[src/rtl/audio_mixer_sd.sv]
// N-channel stereo mixer: snapshots channels and per-side gains on a strobe,
// accumulates one channel per clock, saturates, and drives a first-order sigma-delta DAC per side.
module audio_mixer_sd #(
  parameter int NCH   = 4,
  parameter int IW    = 8,
  parameter int GW    = 5,
  parameter int SHIFT = 4,
  parameter int OW    = 9
) (
  input  logic                Clk,
  input  logic                Reset,
  input  logic                sample_stb,
  input  logic [NCH*IW-1:0]   ch_data,
  input  logic [NCH*GW-1:0]   gain_l,
  input  logic [NCH*GW-1:0]   gain_r,
  input  logic                mute,
  output logic [OW-1:0]       mix_left,
  output logic [OW-1:0]       mix_right,
  output logic                mix_valid,
  output logic                busy,
  output logic                clip_left,
  output logic                clip_right,
  output logic                overrun,
  output logic                audio_out_left,
  output logic                audio_out_right
);

  localparam int PW = IW + GW;
  localparam int AW = PW + $clog2(NCH) + 1;
  localparam int XW = (NCH > 1) ? $clog2(NCH) : 1;
  localparam int DW = OW + 2;

  localparam logic [1:0] S_IDLE = 2'd0;
  localparam logic [1:0] S_ACC  = 2'd1;
  localparam logic [1:0] S_SAT  = 2'd2;

  localparam logic [XW-1:0] LAST_IDX = XW'(NCH - 1);
  localparam logic [AW-1:0] MIX_MAX  = AW'((1 << OW) - 1);
  localparam logic [DW-1:0] SIG_INIT = DW'(1) << OW;

  logic [1:0]          state;
  logic [XW-1:0]       idx;
  logic [NCH*IW-1:0]   snap_ch;
  logic [NCH*GW-1:0]   snap_gl;
  logic [NCH*GW-1:0]   snap_gr;
  logic [AW-1:0]       acc_l;
  logic [AW-1:0]       acc_r;

  logic [IW-1:0]       cur_ch;
  logic [GW-1:0]       cur_gl;
  logic [GW-1:0]       cur_gr;
  logic [PW-1:0]       prod_l;
  logic [PW-1:0]       prod_r;
  logic [AW-1:0]       res_l;
  logic [AW-1:0]       res_r;
  logic                sat_l;
  logic                sat_r;
  logic [OW-1:0]       din_l;
  logic [OW-1:0]       din_r;

  logic [DW-1:0]       sig_l;
  logic [DW-1:0]       sig_r;
  logic [DW-1:0]       delta_l;
  logic [DW-1:0]       delta_r;

  assign busy = (state != S_IDLE);

  assign cur_ch = snap_ch[idx*IW +: IW];
  assign cur_gl = snap_gl[idx*GW +: GW];
  assign cur_gr = snap_gr[idx*GW +: GW];
  assign prod_l = {{GW{1'b0}}, cur_ch} * {{IW{1'b0}}, cur_gl};
  assign prod_r = {{GW{1'b0}}, cur_ch} * {{IW{1'b0}}, cur_gr};

  always_comb begin
    // NOTE: every variable gets a value before any condition, so no latch is inferred.
    res_l = acc_l >> SHIFT;
    res_r = acc_r >> SHIFT;
    sat_l = 1'b0;
    sat_r = 1'b0;
    if (res_l > MIX_MAX) sat_l = 1'b1;
    if (res_r > MIX_MAX) sat_r = 1'b1;
    din_l = mute ? '0 : mix_left;
    din_r = mute ? '0 : mix_right;
  end

  // NOTE: the snapshot is pure datapath, always loaded before it is read, so it carries no reset.
  always_ff @(posedge Clk) begin
    if (state == S_IDLE && sample_stb) begin
      snap_ch <= ch_data;
      snap_gl <= gain_l;
      snap_gr <= gain_r;
    end
  end

  // NOTE: sequential state uses non-blocking assignments so every flop samples pre-edge values.
  always_ff @(posedge Clk) begin
    if (Reset) begin
      state      <= S_IDLE;
      idx        <= '0;
      acc_l      <= '0;
      acc_r      <= '0;
      mix_left   <= '0;
      mix_right  <= '0;
      mix_valid  <= 1'b0;
      clip_left  <= 1'b0;
      clip_right <= 1'b0;
      overrun    <= 1'b0;
    end else begin
      mix_valid <= 1'b0;
      // A strobe during any busy cycle, SAT included, is dropped but remembered.
      if (sample_stb && state != S_IDLE) overrun <= 1'b1;
      case (state)
        S_IDLE: begin
          if (sample_stb) begin
            acc_l <= '0;
            acc_r <= '0;
            idx   <= '0;
            state <= S_ACC;
          end
        end
        S_ACC: begin
          acc_l <= acc_l + AW'(prod_l);
          acc_r <= acc_r + AW'(prod_r);
          idx   <= idx + 1'b1;
          if (idx == LAST_IDX) state <= S_SAT;
        end
        S_SAT: begin
          mix_left   <= sat_l ? '1 : res_l[OW-1:0];
          mix_right  <= sat_r ? '1 : res_r[OW-1:0];
          clip_left  <= clip_left | sat_l;
          clip_right <= clip_right | sat_r;
          mix_valid  <= 1'b1;
          state      <= S_IDLE;
        end
        default: state <= S_IDLE;
      endcase
    end
  end

  // Feedback of both top bits subtracts 2^OW (mod 2^(OW+2)) per emitted one,
  // giving a ones density of din / 2^OW.
  assign delta_l = {sig_l[DW-1], sig_l[DW-1], {OW{1'b0}}};
  assign delta_r = {sig_r[DW-1], sig_r[DW-1], {OW{1'b0}}};

  always_ff @(posedge Clk) begin
    if (Reset) begin
      sig_l           <= SIG_INIT;
      sig_r           <= SIG_INIT;
      audio_out_left  <= 1'b0;
      audio_out_right <= 1'b0;
    end else begin
      sig_l           <= sig_l + {2'b00, din_l} + delta_l;
      sig_r           <= sig_r + {2'b00, din_r} + delta_r;
      audio_out_left  <= sig_l[DW-1];
      audio_out_right <= sig_r[DW-1];
    end
  end

endmodule

[config.mk]
export PLATFORM = sky130hd
export DESIGN_NAME = audio_mixer_sd
export DESIGN_NICKNAME = d
export VERILOG_FILES = /design/src/rtl/audio_mixer_sd.sv
export SDC_FILE = /design/constraint.sdc
export NUM_CORES = 1
export LEC_CHECK = 0
export ABC_AREA = 1
export CAP_MARGIN = 20
export CORE_UTILIZATION = 45
export CTS_BUF_LIST = sky130_fd_sc_hd__clkbuf_4 sky130_fd_sc_hd__clkbuf_8
export DETAILED_ROUTE_END_ITERATION = 12
export PLACE_DENSITY = 0.65
export SLEW_MARGIN = 5
export SYNTH_ARGS = -nofsm -noshare
export SYNTH_HDL_FRONTEND = slang
export SYNTH_SLANG_ARGS = --single-unit
export TNS_END_PERCENT = 1
[constraint.sdc]
create_clock -name Clk -period 5.6 [get_ports Clk]
set_input_delay 1.12 -clock Clk [delete_from_list [all_inputs] [get_ports Clk]]
set_output_delay 1.12 -clock Clk [all_outputs]
set_load 0.01 [all_outputs]
==> key figures <==
Global routing
  – GRT overflow: 0
  – Combined global-route utilization of all metal layers: approximately a fifth
  – First-pass GRT wire length: 37.1 mm
  – Initial antenna violation count: 0
  – Pin count of the biggest net entering global routing: 63
  – Number of global-route vias before repair: 7716

Placement
  – Setup Slack @ Placement: slightly below 0.8 ns
  – Post-detail-place hpwl: 17.4 mm
  – Placed Area: 0.0113 mm²
  – Routability-driven placement congestion ratio: 0.913
  – PortBufs: 100

Routing
  – Post-DRT Antenna Nets: 0
  – DRC Markers: 0
  – Detailed router's first-iteration violation count: roughly 390
  – Via Count: 8035
  – Total length of routed wires: 22.7 mm
  – Number of optimization iterations in the first detailed-route pass: 5
  – Avg WL per Cell: ~14 µm
  – Via-to-Cell Ratio: roughly 5.0

Floorplan
  – Starting Density: 46.0%
  – Die width: 152 µm
  – Ports: around 100
  – Die outline area: 0.0230 mm²
  – Std-Cell Core Area: 0.0219 mm²
  – Placement Rows: 54
  – Height of the chip: between 150 and 200 µm

Clock tree
  – Num CTS Buffers: 17
  – Sink count of the clock tree: 154
  – Number of post-CTS setup repair buffers: 0
  – Post-cts resize count: 0
  – Clk_lat worst skew: 0.47 ns
  – CTS tree: yes
  – Clock transition at path regs: 0.10 ns
  – Clk root buf: sky130_fd_sc_hd__clkbuf_8
  – Count of hold-fix buffers inserted at cts: 0
  – H-tree lvl count: 4
  – Largest buffer count on any clock path: 2

Finish
  – Number of antenna cells inserted: 0
  – Cell area after layout: 0.0117 mm²
  – Fill cell instance count of the final layout: 2086
  – Area taken by multi-input logic gates: 0.00524 mm²
  – Ratio of cells with drive above 1 in the final layout: under 10%
  – Post-layout nets: 1507
  – Synthesis-to-layout area growth: 16.0%
  – Sequential cell area: between 0.003 and 0.004 mm²

Timing
  – Actual transition at the worst max-transition pin: 0.812 ns
  – Worst hold slack: ~0.42 ns
  – Sum of negative setup slack: 0 ns
  – Worst Setup Slack, final: 0.750 ns
  – FMAX: between 0.2 and 0.25 GHz
  – Hold Violations, Final: 0
  – Final critical-path share of the clock period: 86.6%
  – Min Clock Period, post-route: 4.85 ns
  – Tightest slew margin relative to the limit: 45.5%
  – Count of endpoints failing setup in the final report: 0
  – Unrepaired setup endpoints after global routing: no
  – Slew Limit Fails: 0
  – Layout Skew: 0.0187 ns

Critical path
  – Startpoint Class: flop
  – Worst Path Max Fanout: 36
  – Worst Path Class, Setup: reg -> reg
  – Slowest cell on the critical path: sky130_fd_sc_hd__dfxtp_1
  – Worst setup EP type: flop
  – Cell with the most instances on the worst path: sky130_fd_sc_hd__nand2_1
  – Data arrival time of the critical path: 5.17 ns
  – Crit path required time: a little under 6 ns
  – Sequence of cells on the critical path: inv_2 > nand2_1 > a32oi_2 > inv_2 > nor2_1 > fa_1 > fa_1 > inv_1 > fa_1 > inv_1 > ha_1 > nand2_1 > nand3_1 > nand2_1 > nand2_1 > or2_2 > nand3_1 > a21oi_1
  – Largest incremental delay on the critical path: 0.55 ns
  – Cell class contributing the biggest share of worst-path delay: adder cells
  – Sum of buffers and inverters on the critical path: 4

Synth
  – Most instantiated cells after synthesis: sky130_fd_sc_hd__nand2_1, sky130_fd_sc_hd__inv_1, sky130_fd_sc_hd__nor2_1
  – Most common cell in the netlist: sky130_fd_sc_hd__nand2_1
  – Number of synthesis warnings: 0
  – EDFF count, synth: 72
  – Fraction of registers with async set or reset after synthesis: 0%
  – Most used DFF post-synth: sky130_fd_sc_hd__dfxtp_1
  – Mapped Area: 0.0101 mm²
  – Library cell with the largest summed area after synthesis: sky130_fd_sc_hd__edfxtp_1
  – Largest cells by area after synthesis: sky130_fd_sc_hd__edfxtp_1, sky130_fd_sc_hd__dfxtp_1, sky130_fd_sc_hd__fa_1
  – Fraction of synthesized cell area taken by the top area cell type: 21.5%
  – Net count after synthesis: 1413
  – Library cells used by synthesis: 38
  – Synth Instances: 1210
  – Sequential fraction of the synthesis area: between 30% and 40%
  – Number of storage elements in the synthesis netlist: 154
  – Mean cell area of the mapped netlist: ~8.3 µm²

Flow run
  – Count of max-cap constraint violations: 0

Min path
  – HP Class: reg -> reg

Pwr
  – Leak: 5.25 nW
  – Power density over cell area: 375 mW/mm²
  – VDD IR max: 240 µV
  – Post-layout power: 0.00438 W

Outcome
  – Outcome: complete, no violations
through the flow:
step | cells | utilization, %
floorplan | 1210 | -
global route | 1597 | 53.3
global placement | 1565 | 51.5
detailed placement | 1565 | 51.5
finish | 1597 | 53.3
CTS | 1597 | 53.3
report_power, final:
part / switching, W / internal (W)
combinational: 0.00137 / 0.000843
sequential: 0.0000474 / 0.00126
clock: 0.000515 / 0.000340
final timing paths:
path	start	to	slack [ns]	depth (start not counted)
max	idx[0]$_SDFFE_PP0P_	acc_r[8]$_SDFFE_PP0P_	0.75	18
min	sig_r[10]$_SDFF_PP0_	audio_out_right$_SDFF_PP0_	0.42	2
max reg2reg	idx[0]$_SDFFE_PP0P_	acc_r[8]$_SDFFE_PP0P_	0.75	18
min reg2reg	sig_r[10]$_SDFF_PP0_	audio_out_right$_SDFF_PP0_	0.42	2
tightest hold or removal path: stages, from the launching register on:
cell and delay [ns]:
sky130_fd_sc_hd__dfxtp_1 0.32, sky130_fd_sc_hd__inv_1 0.05, sky130_fd_sc_hd__nor2_1 0.03
placed cells by master, fill, tap and decap left out, types with 16 or more instances in the layout:
master | Yosys | final
sky130_fd_sc_hd__a21oi_1 | 97 | 97
sky130_fd_sc_hd__a32oi_2 | 16 | 16
sky130_fd_sc_hd__clkbuf_8 | 0 | 17
sky130_fd_sc_hd__clkdlybuf4s50_1 | 0 | 99
sky130_fd_sc_hd__dfxtp_1 | 82 | 82
sky130_fd_sc_hd__edfxtp_1 | 72 | 72
sky130_fd_sc_hd__fa_1 | 60 | 60
sky130_fd_sc_hd__ha_1 | 67 | 67
sky130_fd_sc_hd__inv_1 | 208 | 208
sky130_fd_sc_hd__inv_2 | 22 | 22
sky130_fd_sc_hd__nand2_1 | 260 | 260
sky130_fd_sc_hd__nand3_1 | 60 | 60
sky130_fd_sc_hd__nor2_1 | 132 | 131
sky130_fd_sc_hd__o21ai_0 | 40 | 40
layout make-up:
class,instances,share of cell area (%)
Clock inverter,15,1.41
Clock buffer,17,2.00
Inverter,230,7.39
Sequential cell,154,32.6
Multi-Input combinational cell,797,44.8
Timing Repair Buffer,104,8.79
Tap cell,280,3.00
logic make-up (layout without fill, tap and decap cells):
| kind of cell | after synthesis | count (layout) | share of synthesized area (%) |
|---|---|---|---|
| simple gates | 479 | 479 | 19.3 |
| fa+ha+maj | 127 | 127 | 20.3 |
| buf+inv | 259 | 366 | 10.3 |
| compound gates | 191 | 191 | 12.3 |
| flops | 154 | 154 | 37.8 |
registers in the layout, indices dropped and copies added, names as in the netlist, 2 cells and up:
signal	cells
mix_right	9
sig_l	11
snap_ch	32
snap_gr	20
state	2
idx	2
sig_r	11
mix_left	9
snap_gl	20
acc_l	16
acc_r	16
per-layer routing:
metal | wire (µm) | share of wire, % | vias up | global-route usage [%]
li1 | - | - | 4073 | -
met1 | 10600 | 47 | 3714 | 27.2
met2 | 10600 | 47 | 219 | 35.0
met3 | 1010 | 4.5 | 29 | 3.89
met4 | 423 | 1.9 | 0 | 6.93
met5 | 0 | 0 | - | 0
(Power assumes the default switching activity.)
